==> src/rtl/fetch_stage.sv <==
// ============================================================================
// Module   : fetch_stage
// Purpose  : Single-outstanding instruction fetch unit feeding the instruction
//            buffer, with branch-prediction sampling and redirect squashing.
// Revision : 1.0
// ============================================================================
`default_nettype none

module fetch_stage #(
    parameter int          GH       = 8,
    parameter logic [31:0] RESET_PC = 32'h0000_0000
) (
    input  logic          clock,
    input  logic          reset_n,
    input  logic          redirect_i,
    input  logic [31:0]   redirect_pc_i,
    output logic          mem_req_o,
    output logic [31:0]   mem_addr_o,
    input  logic          mem_req_ready_i,
    input  logic          mem_resp_valid_i,
    input  logic [31:0]   mem_resp_data_i,
    output logic [31:0]   bp_lookup_pc_o,
    input  logic          bp_pred_taken_i,
    input  logic [31:0]   bp_pred_target_i,
    input  logic [GH-1:0] bp_ghr_i,
    input  logic          ibuf_full_i,
    output logic          push_o,
    output logic [31:0]   push_pc_o,
    output logic [31:0]   push_inst_o,
    output logic          push_bp_pred_taken_o,
    output logic [31:0]   push_bp_pred_target_o,
    output logic [GH-1:0] push_bp_ghr_snapshot_o
);

    typedef enum logic [1:0] {
        REQ  = 2'd0,
        WAIT = 2'd1,
        HOLD = 2'd2
    } state_t;

    state_t        state;
    logic [31:0]   pc;
    logic [31:0]   inflight_pc;
    logic          inflight_taken;
    logic [31:0]   inflight_target;
    logic [GH-1:0] inflight_ghr;
    logic [31:0]   hold_inst;
    logic          drop;

    logic          accept;
    logic          resp_push;
    logic          hold_push;
    logic [31:0]   next_seq_pc;

    assign accept      = (state == REQ) && mem_req_ready_i;
    assign resp_push   = (state == WAIT) && mem_resp_valid_i && !drop && !ibuf_full_i;
    assign hold_push   = (state == HOLD) && !ibuf_full_i;
    assign next_seq_pc = bp_pred_taken_i ? {bp_pred_target_i[31:2], 2'b00} : pc + 32'd4;

    always_comb begin
        mem_req_o              = 1'b0;
        mem_addr_o             = '0;
        bp_lookup_pc_o         = '0;
        push_o                 = 1'b0;
        push_pc_o              = '0;
        push_inst_o            = '0;
        push_bp_pred_taken_o   = 1'b0;
        push_bp_pred_target_o  = '0;
        push_bp_ghr_snapshot_o = '0;
        if (reset_n) begin
            mem_req_o              = (state == REQ);
            mem_addr_o             = pc;
            bp_lookup_pc_o         = pc;
            // A redirect in the same cycle always wins over a push.
            push_o                 = !redirect_i && (resp_push || hold_push);
            push_pc_o              = inflight_pc;
            push_inst_o            = (state == HOLD) ? hold_inst : mem_resp_data_i;
            push_bp_pred_taken_o   = inflight_taken;
            push_bp_pred_target_o  = inflight_target;
            push_bp_ghr_snapshot_o = inflight_ghr;
        end
    end

    always_ff @(posedge clock) begin
        if (!reset_n) begin
            state           <= REQ;
            pc              <= RESET_PC;
            drop            <= 1'b0;
            inflight_pc     <= '0;
            inflight_taken  <= 1'b0;
            inflight_target <= '0;
            inflight_ghr    <= '0;
            hold_inst       <= '0;
        end else if (redirect_i) begin
            pc <= {redirect_pc_i[31:2], 2'b00};
            case (state)
                REQ: begin
                    if (mem_req_ready_i) begin
                        // Request already left; its response must be swallowed.
                        drop  <= 1'b1;
                        state <= WAIT;
                    end else begin
                        state <= REQ;
                    end
                end
                WAIT: begin
                    if (mem_resp_valid_i) begin
                        drop  <= 1'b0;
                        state <= REQ;
                    end else begin
                        drop  <= 1'b1;
                    end
                end
                default: state <= REQ;
            endcase
        end else begin
            case (state)
                REQ: begin
                    if (accept) begin
                        inflight_pc     <= pc;
                        inflight_taken  <= bp_pred_taken_i;
                        inflight_target <= bp_pred_target_i;
                        inflight_ghr    <= bp_ghr_i;
                        pc              <= next_seq_pc;
                        state           <= WAIT;
                    end
                end
                WAIT: begin
                    if (mem_resp_valid_i) begin
                        if (drop) begin
                            drop  <= 1'b0;
                            state <= REQ;
                        end else if (!ibuf_full_i) begin
                            state <= REQ;
                        end else begin
                            hold_inst <= mem_resp_data_i;
                            state     <= HOLD;
                        end
                    end
                end
                HOLD: begin
                    if (!ibuf_full_i) state <= REQ;
                end
                default: state <= REQ;
            endcase
        end
    end

endmodule

`default_nettype wire

==> config.mk <==
export PLATFORM = sky130hd
export DESIGN_NAME = fetch_stage
export DESIGN_NICKNAME = d
export VERILOG_FILES = /design/src/rtl/fetch_stage.sv
export SDC_FILE = /design/constraint.sdc
export NUM_CORES = 1
export LEC_CHECK = 0
export BUFFER_PORTS_ARGS = -buffer_cell sky130_fd_sc_hd__buf_2
export CAP_MARGIN = 20
export CORE_AREA = 2 2 121 123
export DETAILED_ROUTE_END_ITERATION = 8
export DIE_AREA = 0 0 123 125
export HOLD_SLACK_MARGIN = 0.05
export PLACE_DENSITY = 0.84
export SETUP_SLACK_MARGIN = 0.3
export SYNTH_ARGS = -nofsm -noshare
export SYNTH_HDL_FRONTEND = slang
export SYNTH_SLANG_ARGS = --single-unit
==> constraint.sdc <==
create_clock -name clock -period 5.1 [get_ports clock]
set_input_delay 0.255 -clock clock [delete_from_list [all_inputs] [get_ports clock]]
set_output_delay 0.255 -clock clock [all_outputs]
set_load 0.05 [all_outputs]
Word level (Yosys, flattened, before mapping)

Cells that the tools add are included.

Flip-flop bits (word level): 140
Bits of input ports: 111
Logic and storage cells: 71

$add $sub $neg: 1
Equality and inequality tests: 6
Muxes and demuxes: 29
Bitwise operators: 3
Reduce and logical (&&, ||, !) cells: 23

Operators by type and width:

| cell                                           | number |
|---|---|
| 2-to-1 mux 32 bit                              | 9 |
| adder 32 x 3 -> 32 bit (second input constant) | 1 |
| 2-to-1 mux 2 bit                               | 7 |
| nonzero test 2 bit                             | 5 |
| 2-to-1 mux 1 bit                               | 9 |
| inequality test 3 bit (second input constant)  | 3 |
| 2-to-1 mux 8 bit                               | 1 |
| logical AND 1 bit                              | 6 |
| one-hot mux 2 bit (3 select lines)             | 1 |
| AND reduction 3 bit                            | 2 |
| AND reduction 5 bit                            | 1 |
| one-hot mux 2 bit (2 select lines)             | 1 |
| AND reduction 2 bit                            | 2 |
| AND reduction 4 bit                            | 1 |
| logical NOT 1 bit                              | 3 |
| inverter 1 bit                                 | 3 |
| == test 2 x 1 -> 1 bit (second input constant) | 1 |
| == test 2 bit (second input constant)          | 1 |
| logical NOT 2 bit                              | 1 |
| inequality test 2 bit (second input constant)  | 1 |
| one-hot mux 1 bit (2 select lines)             | 1 |
| OR reduction 2 bit                             | 1 |
| logical OR 1 bit                               | 1 |

Logic depth before layout (Yosys ltp)

Depth in word-level cells: 7
Mapped depth: 8
Gate-level depth less buffers: 6

Least setup slack after synthesis

Ideal clock, no wire load.

Path type: register -> output
From: register state[1]
To: output port push_o
Arrival time: 2.107 ns
Required time: 4.845 ns
Path slack: 2.738 ns
Cell stages (with the launch flop): 6
Path buffers: 3
Cells stage by stage: dfxtp_1 > clkbuf_1 > nand2b_1 > clkbuf_1 > clkbuf_1 > a211oi_1

Cells in the longest elaborated chain, start to end: 7
Elaborated cells between the ends (all ways): 9
Classes of those cells: 2 x eq/ne; 1 x mux; 6 x reduce/logical

RTL lines:

| what                            | line | RTL |
|---|---|---|
| start: declaration              | 41   | `state_t state;` |
| start signal: assignment        | 86   | `state <= REQ;` |
| start signal: assignment        | 101  | `state <= WAIT;` |
| start signal: assignment        | 103  | `state <= REQ;` |
| == test 2 x 1 -> 1 bit          | 56   | `assign resp_push = (state == WAIT) && mem_resp_valid_i && !drop && !ibuf_full_i;` |
| logical AND 1 bit (3 in series) | 56   |  |
| logical OR 1 bit (*)            | 75   | `push_o = !redirect_i && (resp_push \|\| hold_push);` |
| logical AND 1 bit (*)           | 75   |  |
| 2-to-1 mux 1 bit (*)            | 70   | `if (reset_n) begin` |
| end: declaration                | 27   | `output logic push_o,` |

Mark *: on every way between the ends. The rest lies on a longest branch, timed or not.

Worst setup path after layout

From: input port reset_n
To: output port push_inst_o[24]

Cells in the longest elaborated chain, start to end: 1

RTL lines:

| what               | line | RTL |
|---|---|---|
| start: declaration | 14   | `input logic reset_n,` |
| 2-to-1 mux 32 bit  | 70   |  |
| end: declaration   | 29   | `output logic [31:0] push_inst_o,` |

Every way passes these cells.

==> qor.yml <==
end_kind: "primary output"
ir_drop_v: 0.000192
hp-class: "in -> reg"
finalClockSkew_ns: 0.0103
seq_area_frac_synth: 0.379
crit_chain: "buf_4, inv_4, buf_4, a21oi_1, buf_2"
synth_xor_area_frac: 0.0152
first_pass_iters: 5
cpMostUsedCell: "buf_4"
critPathLaunchType: "input port"
numCtsBuffers: 17
leakagePower_nw: 4.09
power_density_mw_per_mm2: 321
grt_pass1_vias: 7025
cts_tree: "yes"
synth_top_area_frac: 0.379
rsz0062_at_grt: "false"
synthAdderAreaFrac: 0.00169
wl_per_cell_um: 15.2
avgSynthCellArea_um2: 6.99
fmax_mhz: 373
port_buffers: 279
cts_max_level: 4
vias: 7833
critPathRequiredTime_ns: 4.85
area_growth_pct: 23.9
synth_top_family_by_area: "simple AND/OR/NAND/NOR gates"
slowest_delay_ns: 0.71
setup_viol: 0
crit_type: "in -> out"
insertion_delay_ns: 0.42
yosysWarnings: 0
wl_met2_um: 10600
hpwl_um: 15200
worst_pin_slew_ns: 1.01
grt_max_degree: 121
synth_edf_count: 0
crit_fanout: 120
muxShareOfSynthArea: 0.00963
die_area_mm2: 0.0154
place_congestion: 0.884
dp.cells: 1414
cap_viol_max_count: 0
synthFlopType: "dfxtp_1"
fp-row-count: 44
slowest_stage: "buf_4"
yosysTopAreaCell: "dfxtp_1"
die_y_um: 125
syn_inst: 1059
top_layer_used: "met5"
synth_most_common_cell: "nand2_1"
yosys_register_bits: 140
drt_iter0_markers: 664
final.min_clock_period_ns: 2.68
wl_met1_um: 8680
overflow: 0
tns_ns: 0
ctsRootBufferMaster: "clkbuf_16"
synth_fp_nets: 1171
layout-drive-gt1-share: 0.266
yosys-top-cells-count: "nand2_1, a21oi_1, dfxtp_1, and2_1, clkbuf_1"
post_cts_buffers: 0
start_util: 0.521
cp_data_arrival_time_ns: 2.42
synthTopCellsByArea: "dfxtp_1, nand2_1, a21oi_1"
slew_headroom: 0.328
core-area_mm2: 0.0142
slew_viol_final: 0
finalPower_mw: 2.95
cts_hold_buf: 0
cts_sinks: 140
syn_area_mm2: 0.00740
period_share: 0.525
track_usage: 0.282
routed_wl_um: 21900
final_cell_count_no_fill: 1448
status: "finished clean"
clockBufferDepth: 2
io_pins: 282
async_reset_ff_frac: 0
die_x_um: 123
post-route-drc-count: 0
hold_viol: 0
antenna_found_initial: 2
via_per_inst: 5.41
clk_pin_slew_ns: 0.06
grt_pass1_wl_um: 34500
ys_types: 55
route.met3.wl_um: 2000
antenna_left: 0
synth_compound_area_frac: 0.187
synthSimpleGateAreaFrac: 0.327
nNetsFinal: 1362
cts_resized: 0
cell families (layout without fill, tap and decap cells):
kind of cell    Yosys count  count (layout)
compound gates          248             248
xor+xnor                 12              12
fa+ha+maj                 1               1
buf+inv                 127             331
flops                   140             140
mux                       7               7
other cells               0               1
simple gates            524             524
where the power goes:
part           switching [mW]  internal (mW)  leakage [nW]
registers              0.0439           1.14          1.14
logic                   0.362          0.139          2.65
clock network           0.481          0.783         0.296
total                   0.887           2.06          4.09
final cells by class:
class / count / area, um2
fill: 1323 / 5030
multi-input combinational: 792 / 4020
sequential: 140 / 2800
timing repair buffer: 288 / 1460
clock buffer: 18 / 439
tap: 184 / 230
clock inverter: 14 / 169
inverter: 11 / 43.8
antenna: 1 / 2.50
layer usage:
layer,up-vias,global-route usage
met2,344,0.468
met4,4,0.111
met5,-,0
li1,3882,-
met1,3551,0.336
met3,52,0.0876
layout by cell type, fill, tap and decap left out, types with 10 or more instances in the layout:
cell and instances:
o21ai_0 34, buf_2 278, and2_1 104, dfxtp_1 140, nor2_1 31, nand4_1 10
nand2_1 311, a21oi_1 163, nor3_1 15, or3_1 10, inv_1 10, nand3_1 15
clkbuf_16 17
metrics by stage:
step | util | instance area [um2] | setup WS, ns | hold WS (ns)
after global routing | 0.646 | 9170 | 2.20 | 0.0646
after detailed placement | 0.603 | 8560 | 1.98 | 0.442
final | 0.646 | 9170 | 2.42 | 0.0761
after global placement | 0.603 | 8560 | 2.07 | 0.437
after CTS | 0.645 | 9170 | 2.42 | 0.0557
after floorplan | - | 7400 | 2.74 | 0.391
worst paths after layout:
check / from / end / slack, ns / depth (start not counted)
setup reg to reg: pc[2]$_SDFFE_PN0P_ / pc[24]$_SDFFE_PN0P_ / 2.62 / 5
setup / recovery: reset_n / push_inst_o[24] / 2.42 / 5
hold reg to reg: inflight_pc[15]$_SDFFE_PN0P_ / inflight_pc[15]$_SDFFE_PN0P_ / 0.45 / 2
hold / removal: bp_ghr_i[6] / inflight_ghr[6]$_SDFFE_PN0P_ / 0.08 / 3
critical path: cells and delay by family:
kind | cells | cell delay (ns)
AO/OA/AOI/OAI | 1 | 0.18
buffers and inverters | 4 | 1.92
flip-flops by register name, summed over array words and instances, names as in the netlist:
| name | count |
|---|---|
| hold_inst | 32 |
| state | 2 |
| inflight_ghr | 8 |
| inflight_pc | 32 |
| inflight_target | 32 |
| inflight_taken | 1 |
| drop | 1 |
| pc | 32 |
Note: power is estimated with default switching activity, not from simulation.
